`config.mk`:
```
export PLATFORM = sky130hd
export DESIGN_NAME = sha256_serial_add_ctrl
export DESIGN_NICKNAME = d
export VERILOG_FILES = /design/src/rtl/sha256_serial_add_ctrl.sv
export SDC_FILE = /design/constraint.sdc
export NUM_CORES = 1
export LEC_CHECK = 0
export ABC_CLOCK_PERIOD_IN_PS = 8500
export CELL_PAD_IN_SITES_DETAIL_PLACEMENT = 0
export CELL_PAD_IN_SITES_GLOBAL_PLACEMENT = 2
export CORE_ASPECT_RATIO = 1.4
export CORE_MARGIN = 5
export CORE_UTILIZATION = 35
export CTS_BUF_LIST = sky130_fd_sc_hd__clkbuf_2 sky130_fd_sc_hd__clkbuf_4 sky130_fd_sc_hd__clkbuf_8
export CTS_CLUSTER_SIZE = 30
export DETAILED_ROUTE_END_ITERATION = 10
export PLACE_DENSITY = 0.95
export SYNTH_ARGS = -nofsm -noshare
export SYNTH_HDL_FRONTEND = slang
export SYNTH_HIERARCHICAL = 1
export SYNTH_SLANG_ARGS = --single-unit
```
`constraint.sdc`:
```
create_clock -name clk -period 8.5 [get_ports clk]
set_clock_uncertainty 0.2 [all_clocks]
set_input_delay 2.125 -clock clk [delete_from_list [all_inputs] [get_ports clk]]
set_output_delay 2.125 -clock clk [all_outputs]
set_load 0.005 [all_outputs]
```
`src/rtl/sha256_serial_add_ctrl.sv`:
```
// Nibble-serial multi-operand modulo-2^32 adder controller for SHA-256 T1-style sums.
// One 4-bit carry-lookahead adder is reused for every nibble of every operand.

module fourbit_adder (
    input  logic [3:0] a,
    input  logic [3:0] b,
    input  logic       carry_in,
    output logic [3:0] result,
    output logic       carry_out,
    output logic       g,
    output logic       p
);
    logic [3:0] gen;
    logic [3:0] prop;
    logic       c1;
    logic       c2;
    logic       c3;

    assign gen  = a & b;
    assign prop = a ^ b;

    assign c1 = gen[0] | (prop[0] & carry_in);
    assign c2 = gen[1] | (prop[1] & gen[0]) | (prop[1] & prop[0] & carry_in);
    assign c3 = gen[2] | (prop[2] & gen[1]) | (prop[2] & prop[1] & gen[0])
              | (prop[2] & prop[1] & prop[0] & carry_in);

    assign g = gen[3] | (prop[3] & gen[2]) | (prop[3] & prop[2] & gen[1])
             | (prop[3] & prop[2] & prop[1] & gen[0]);
    assign p = &prop;

    assign carry_out = g | (p & carry_in);
    assign result    = prop ^ {c3, c2, c1, carry_in};
endmodule

module sha256_serial_add_ctrl #(
    parameter int MAX_OPS = 5
) (
    input  logic        clk,
    input  logic        reset,
    input  logic        start,
    input  logic [2:0]  op_count,
    input  logic [31:0] op_in,
    input  logic        op_valid,
    output logic        op_ready,
    output logic        busy,
    output logic        done,
    output logic        error,
    output logic [31:0] sum
);
    // state   | meaning
    // IDLE    | waiting for start; sum holds the last result
    // WAIT_OP | waiting for the next operand transfer
    // ADD     | one nibble of accumulator + operand per cycle, idx 0..7
    // DONE    | one-cycle done pulse, then back to IDLE
    typedef enum logic [1:0] {IDLE, WAIT_OP, ADD, DONE} state_t;

    state_t      state;
    logic [31:0] acc;
    logic [31:0] operand;
    logic [2:0]  idx;
    logic [2:0]  remaining;
    logic        carry;
    logic        first;

    logic [4:0]  nib_base;
    logic [3:0]  add_a;
    logic [3:0]  add_b;
    logic [3:0]  add_result;
    logic        add_cout;
    logic [1:0]  adder_gp_unused;
    logic        transfer;
    logic        count_legal;

    assign nib_base    = {idx, 2'b00};
    assign add_a       = acc[nib_base +: 4];
    assign add_b       = operand[nib_base +: 4];
    assign op_ready    = (state == WAIT_OP);
    assign busy        = (state != IDLE);
    assign transfer    = op_valid & op_ready;
    assign count_legal = (op_count >= 3'd2) && (int'(op_count) <= MAX_OPS);
    assign sum         = acc;

    fourbit_adder u_adder (
        .a         (add_a),
        .b         (add_b),
        .carry_in  (carry),
        .result    (add_result),
        .carry_out (add_cout),
        .g         (adder_gp_unused[1]),
        .p         (adder_gp_unused[0])
    );

    always_ff @(posedge clk) begin
        if (reset) begin
            state     <= IDLE;
            acc       <= '0;
            operand   <= '0;
            idx       <= '0;
            remaining <= '0;
            carry     <= 1'b0;
            first     <= 1'b0;
            done      <= 1'b0;
            error     <= 1'b0;
        end else begin
            done  <= 1'b0;
            error <= 1'b0;
            case (state)
                IDLE: begin
                    if (start) begin
                        if (count_legal) begin
                            state     <= WAIT_OP;
                            remaining <= op_count;
                            first     <= 1'b1;
                            acc       <= '0;
                        end else begin
                            error <= 1'b1;
                        end
                    end
                end
                WAIT_OP: begin
                    if (transfer) begin
                        remaining <= remaining - 3'd1;
                        // The first operand seeds the accumulator directly, no add needed.
                        if (first) begin
                            acc   <= op_in;
                            first <= 1'b0;
                        end else begin
                            operand <= op_in;
                            idx     <= '0;
                            carry   <= 1'b0;
                            state   <= ADD;
                        end
                    end
                end
                ADD: begin
                    acc[nib_base +: 4] <= add_result;
                    carry              <= add_cout;
                    idx                <= idx + 3'd1;
                    if (idx == 3'd7) begin
                        if (remaining == 3'd0) begin
                            state <= DONE;
                            done  <= 1'b1;
                        end else begin
                            state <= WAIT_OP;
                        end
                    end
                end
                DONE: begin
                    state <= IDLE;
                end
                default: begin
                    state <= IDLE;
                end
            endcase
        end
    end
endmodule

```
==> impl_metrics.toml, run 1 <==
[clock_network]
clockBufferDepth = 2
cts_tree = "yes"
path_clk_slew_ns = 0.08
post_cts_buffers = 0
ctsRootBufferMaster = "clkbuf_8"
clock-sinks = 76
h-tree-depth = 3
cts_resized = 0
clk-insertion-delay-late_ns = 0.35
cts_buffers = 9
cts_hold_buffers = 0

[worst_hold_path]
worstHoldPathType = "reg -> reg"
hp-start = "operand[17]"

[sta]
slew_headroom = 0.2616
fmax_ghz = 0.2109
rsz0062_at_grt = "no"
setup_viol = 0
hold_viol_final = 0
tightest_slew_ns = 1.108
fin_crit_sh = 0.5578
finalSetupTns_ns = 0
period_needed_ns = 4.741
maxSlewViolCount = 0

[routing]
vias = 3900
first_pass_iters = 5
wire_per_inst_um = 20.74
drt_wl_total_um = 14080
drt_iter0_drc = 321
vias_per_cell = 5.744
drc_errors = 0
postRouteAntennaNets = 0

[synth]
syn_inst = 470
synth_warnings = 6
synth_area_mm2 = 0.004133
syn_nets = 529
syn_area_per_cell_um2 = 8.793

[power_and_ir_drop]
power_frac_comb = 0.364
p_int_uw = 759.9
p_per_area_mw_per_mm2 = 232.9
p_seq_frac = 0.354
peakVddDrop_mv = 0.1299
switchingPower_uw = 447.6
leakagePower_nw = 1.925
pwr-share-clk = 0.282
switching_share = 0.3707

[global_routing]
overflow = 0
grt_max_degree = 51
grt_pass1_vias = 3799
met2_usage = 0.3414
grtUsageMet1 = 0.2375
grt_pass1_wl_um = 21770
use_met3 = 0.03473
grt_busiest_layer = "met2"
antenna_found_initial = 0
grtUsageTotal = 0.2001

[placed_design]
place.gp.congestion = 0.9007
hpwl_um = 10440
place_area_mm2 = 0.004941
io_buffers = 74

[floorplan]
core_mm2 = 0.01170
die-area_mm2 = 0.01411
die_h_um = 138.6
rows = 47
start_util = 0.3531
io_pins = 75
die_w_um = 101.8

[cells_and_area]
nets = 586
multiInputGateArea_mm2 = 0.002402
nFillCells = 1115
syn2layout_area_growth_pct = 25.43
fin_area_mm2 = 0.005184
diodes = 0
seq_area_mm2 = 0.001521
final_core_util = 0.4430
drive_above_1_share = 0.08271

[run]
max_cap_violations = 0

[critical_path]
crit_end = "sum[30]"
startpoint = "reset"
critical_path.top_delay_family = "buffers and inverters"
path_cells = "buf_2, inv_1, and3_1, and2_1, a221o_1"
start_kind = "input pin"
slowest_stage = "buf_2"
reg2reg_from = "idx[0]"
crit_fanout = 50
cpPeakStageDelay_ns = 0.70
criticalPathCategory = "in -> reg"
critPathRequiredTime_ns = 8.53
worstPathArrival_ns = 4.77
reg2reg_depth = 12
critical_path_buf_inv_count = 2
endpoint_kind = "flip-flop"
rr_endpoint = "sum[6]"
cp.depth = 5
rrSetupSlack_ns = 4.94

[outcome]
outcome = "completed"
cell usage in the layout (no fill, tap or decap), drive strengths merged, types with 2 or more instances in the layout:
| master | n |
|---|---|
| nand2 | 103 |
| dfxtp | 76 |
| clkdlybuf4s50 | 73 |
| a21oi | 40 |
| nand3 | 23 |
| a221o | 22 |
| inv | 20 |
| ha | 19 |
| mux4 | 16 |
| and3 | 12 |
| clkbuf | 10 |
| nor3 | 9 |
| nor2 | 9 |
| nor4 | 8 |
| mux2i | 8 |
| o211ai | 8 |
| o21ai | 8 |
| nor3b | 6 |
| o22ai | 4 |
| buf | 4 |
| and3b | 3 |
| nand2b | 3 |
| nor2b | 3 |
| a32oi | 3 |
| a21o | 3 |
| bufinv | 3 |
| a211o | 2 |
| nand3b | 2 |
| o311a | 2 |
| and2 | 2 |
| and4 | 2 |
| xnor2 | 2 |
| clkinv | 2 |
| xor2 | 2 |
tightest hold or removal path: stages, from the launching register on:
cell and delay [ns]:
dfxtp_1 0.31, nand2_1 0.05, a21oi_1 0.05
flip-flops by register name, indices dropped and copies added (netlist names):
name       flops
state          2
idx            3
sum           32
done           1
operand       32
carry          1
error          1
first          1
remaining      3
per-stage QoR:
stage	instances	power [mW]	hold slack [ns]	setup WS, ns
floorplan	470	0.7321	0.2331	4.937
global placement	663	0.8615	0.2391	3.530
detailed placement	663	0.8713	0.2457	3.473
CTS	679	1.210	0.2577	3.827
global route	679	1.273	0.2745	3.574
finish	679	1.207	0.2557	3.759
per-layer routing:
layer	vias up	routed length [um]	part of all wire
li1	1834	-	-
met1	1895	5515	0.39
met2	141	7278	0.52
met3	30	668	0.047
met4	0	618	0.044
met5	-	0	0
worst min path at each step:
stage,to,cells after the start
floorplan,operand[10],2
global placement,operand[7],2
detailed placement,operand[11],2
CTS,operand[11],2
global route,operand[9],2
finish,operand[17],2
power groups by stage:
stage,registers (mW),logic [mW],clock network (mW)
final,0.428,0.440,0.340
after global routing,0.433,0.479,0.362
after CTS,0.428,0.437,0.346
after detailed placement,0.436,0.435,0
after global placement,0.434,0.427,0
after floorplan,0.427,0.305,0
area by class of cell:
class                   count  share of cell area
multi-input cells         343              0.4634
flip-flops and latches     76              0.2935
repair buffers             77              0.1463
well taps                 147             0.03548
clock buffers              10             0.02534
clock inverters             6             0.02148
inverters                  20             0.01448
Power figures use the tool's default switching activity.
==> run 2: changes to the inputs <==
--- a/config.mk
+++ b/config.mk
@@ -5,16 +5,16 @@
 export SDC_FILE = /design/constraint.sdc
 export NUM_CORES = 1
 export LEC_CHECK = 0
-export ABC_CLOCK_PERIOD_IN_PS = 8500
+export ABC_CLOCK_PERIOD_IN_PS = 4250
 export CELL_PAD_IN_SITES_DETAIL_PLACEMENT = 0
 export CELL_PAD_IN_SITES_GLOBAL_PLACEMENT = 2
 export CORE_ASPECT_RATIO = 1.4
 export CORE_MARGIN = 5
-export CORE_UTILIZATION = 35
+export CORE_UTILIZATION = 30
 export CTS_BUF_LIST = sky130_fd_sc_hd__clkbuf_2 sky130_fd_sc_hd__clkbuf_4 sky130_fd_sc_hd__clkbuf_8
 export CTS_CLUSTER_SIZE = 30
 export DETAILED_ROUTE_END_ITERATION = 10
-export PLACE_DENSITY = 0.95
+export PLACE_DENSITY = 0.89
 export SYNTH_ARGS = -nofsm -noshare
 export SYNTH_HDL_FRONTEND = slang
 export SYNTH_HIERARCHICAL = 1
==> constraint.sdc (replaced) <==
create_clock -name clk -period 4.25 [get_ports clk]
set_clock_uncertainty 0.2 [all_clocks]
set_input_delay 1.0625 -clock clk [delete_from_list [all_inputs] [get_ports clk]]
set_output_delay 1.0625 -clock clk [all_outputs]
set_load 0.005 [all_outputs]
==> run 2 against run 1 <==
Net effect:
- global-route usage decreased by 2.2 points
- combinational power grew 110%
- sequential power is 100% higher
- routed wire length up 0.43%
- utilization is 5.1 points lower
- largest power group unchanged
==> impl_metrics.toml, run 2 (same netlist as run 1, synthesis figures left out) <==
[outcome]
outcome = "completed"

[routing]
first_pass_iters = 5
drt_iter0_drc = 254
postRouteAntennaNets = 0
dr.max_layer_used = "met4"
m1WireLength_um = 5333
drt_wl_total_um = 14140
met3_length_um = 563
wire_per_inst_um = 19.64
vias_per_cell = 5.439
vias = 3916
drc_errors = 0
dr_wl_met2_um = 7832

[sta]
fin_crit_sh = 0.8240
tightest_slew_ns = 0.7790
maxSlewViolCount = 0
hold_viol_final = 0
period_needed_ns = 3.502
rsz0062_at_grt = "no"
setup_viol = 0
slew_headroom = 0.4807
finalSetupTns_ns = 0
fmax_ghz = 0.2856

[global_routing]
overflow = 0
grtUsageTotal = 0.1779
antenna_found_initial = 0
grt_max_degree = 50
grt_pass1_wl_um = 22180
grt_pass1_vias = 3940

[placed_design]
place.gp.congestion = 0.8616
hpwl_um = 10420
placed_cells = 704
io_buffers = 74

[critical_path]
worstPathArrival_ns = 3.61
crit_fanout = 27
start_kind = "flip-flop"
rrSetupSlack_ns = 0.75
critPathRequiredTime_ns = 4.36
reg2reg_from = "idx[0]"
criticalPathCategory = "reg -> reg"
startpoint = "idx[0]"
endpoint_kind = "flip-flop"

[cells_and_area]
nets = 592
final_common_cell = "nand2_1"
final_cells = 720
syn2layout_area_growth_pct = 27.70
final_cell_mix = "nand2_1 (103), dfxtp_1 (76), clkdlybuf4s50_1 (74), a21oi_1 (39), nand3_1 (23)"
drive_above_1_share = 0.09108
diodes = 0
final_core_util = 0.3924

[clock_network]
clock-sinks = 76
h-tree-depth = 3
cts_hold_buffers = 0
ctsRootBufferMaster = "clkbuf_8"
cts_resized = 0
cts_buffers = 9
cts_tree = "yes"
path_clk_slew_ns = 0.09
post_cts_buffers = 0
clockBufferDepth = 2
clk-insertion-delay-late_ns = 0.36

[floorplan]
die_h_um = 148.9
start_util = 0.3073
io_pins = 75
rows = 50
die_w_um = 109.2
die-area_mm2 = 0.01626
core_mm2 = 0.01345

[run]
max_cap_violations = 0

[power_and_ir_drop]
leakagePower_nw = 1.957
p_per_area_mw_per_mm2 = 465.4
peakVddDrop_mv = 0.2076

[worst_hold_path]
hp-start = "operand[12]"
worstHoldPathType = "reg -> reg"
-- run 2: metrics by stage --
stage / power (mW) / hold WS [ns] / area, um^2 / setup slack, ns
after detailed placement: 1.772 / 0.2471 / 5035 / 0.7517
after CTS: 2.461 / 0.2593 / 5278 / 0.7494
after global placement: 1.758 / 0.2416 / 5035 / 0.7600
final: 2.456 / 0.2580 / 5278 / 0.7481
after global routing: 2.601 / 0.2743 / 5278 / 0.5088
after floorplan: 1.464 / 0.2331 / 4133 / 1.156
-- run 2: report_power, final --
part | switching, mW | internal, mW
combinational | 0.567 | 0.336
clock | 0.297 | 0.398
sequential | 0.0610 | 0.796
total | 0.925 | 1.53
-- run 2: path summary, 6_finish.rpt --
kind	endpoint	cells past startpoint
worst max-delay path	sum[14]	12
worst min-delay path	operand[12]	2
worst max register to register	sum[14]	12
worst min register to register	operand[12]	2
-- run 2: layout make-up --
type	instances	area, um^2
multi-input cells	343	2402
clock buffers	10	131.4
repair buffers	83	808.3
clock inverters	6	111.4
inverters	20	75.07
fillers	1366	8173
flip-flops and latches	76	1521
well taps	182	227.7
-- run 2: worst max-delay path, cell delays in order (launching register included) --
cell and delay (ns):
dfxtp_1 0.31, buf_4 0.38, mux4_2 0.55, nand2_1 0.11
nand2_1 0.07, ha_1 0.32, a21o_1 0.18, a21oi_1 0.17
xnor2_1 0.24, nor2b_1 0.30, nand2_1 0.15, nor4_1 0.31
a221o_1 0.16
-- run 2: metal layers --
| metal | vias up | global-route usage |
|---|---|---|
| li1 | 1841 | - |
| met1 | 1925 | 0.2023 |
| met2 | 117 | 0.3275 |
| met3 | 33 | 0.02642 |
| met4 | 0 | 0.06987 |
| met5 | - | 0 |
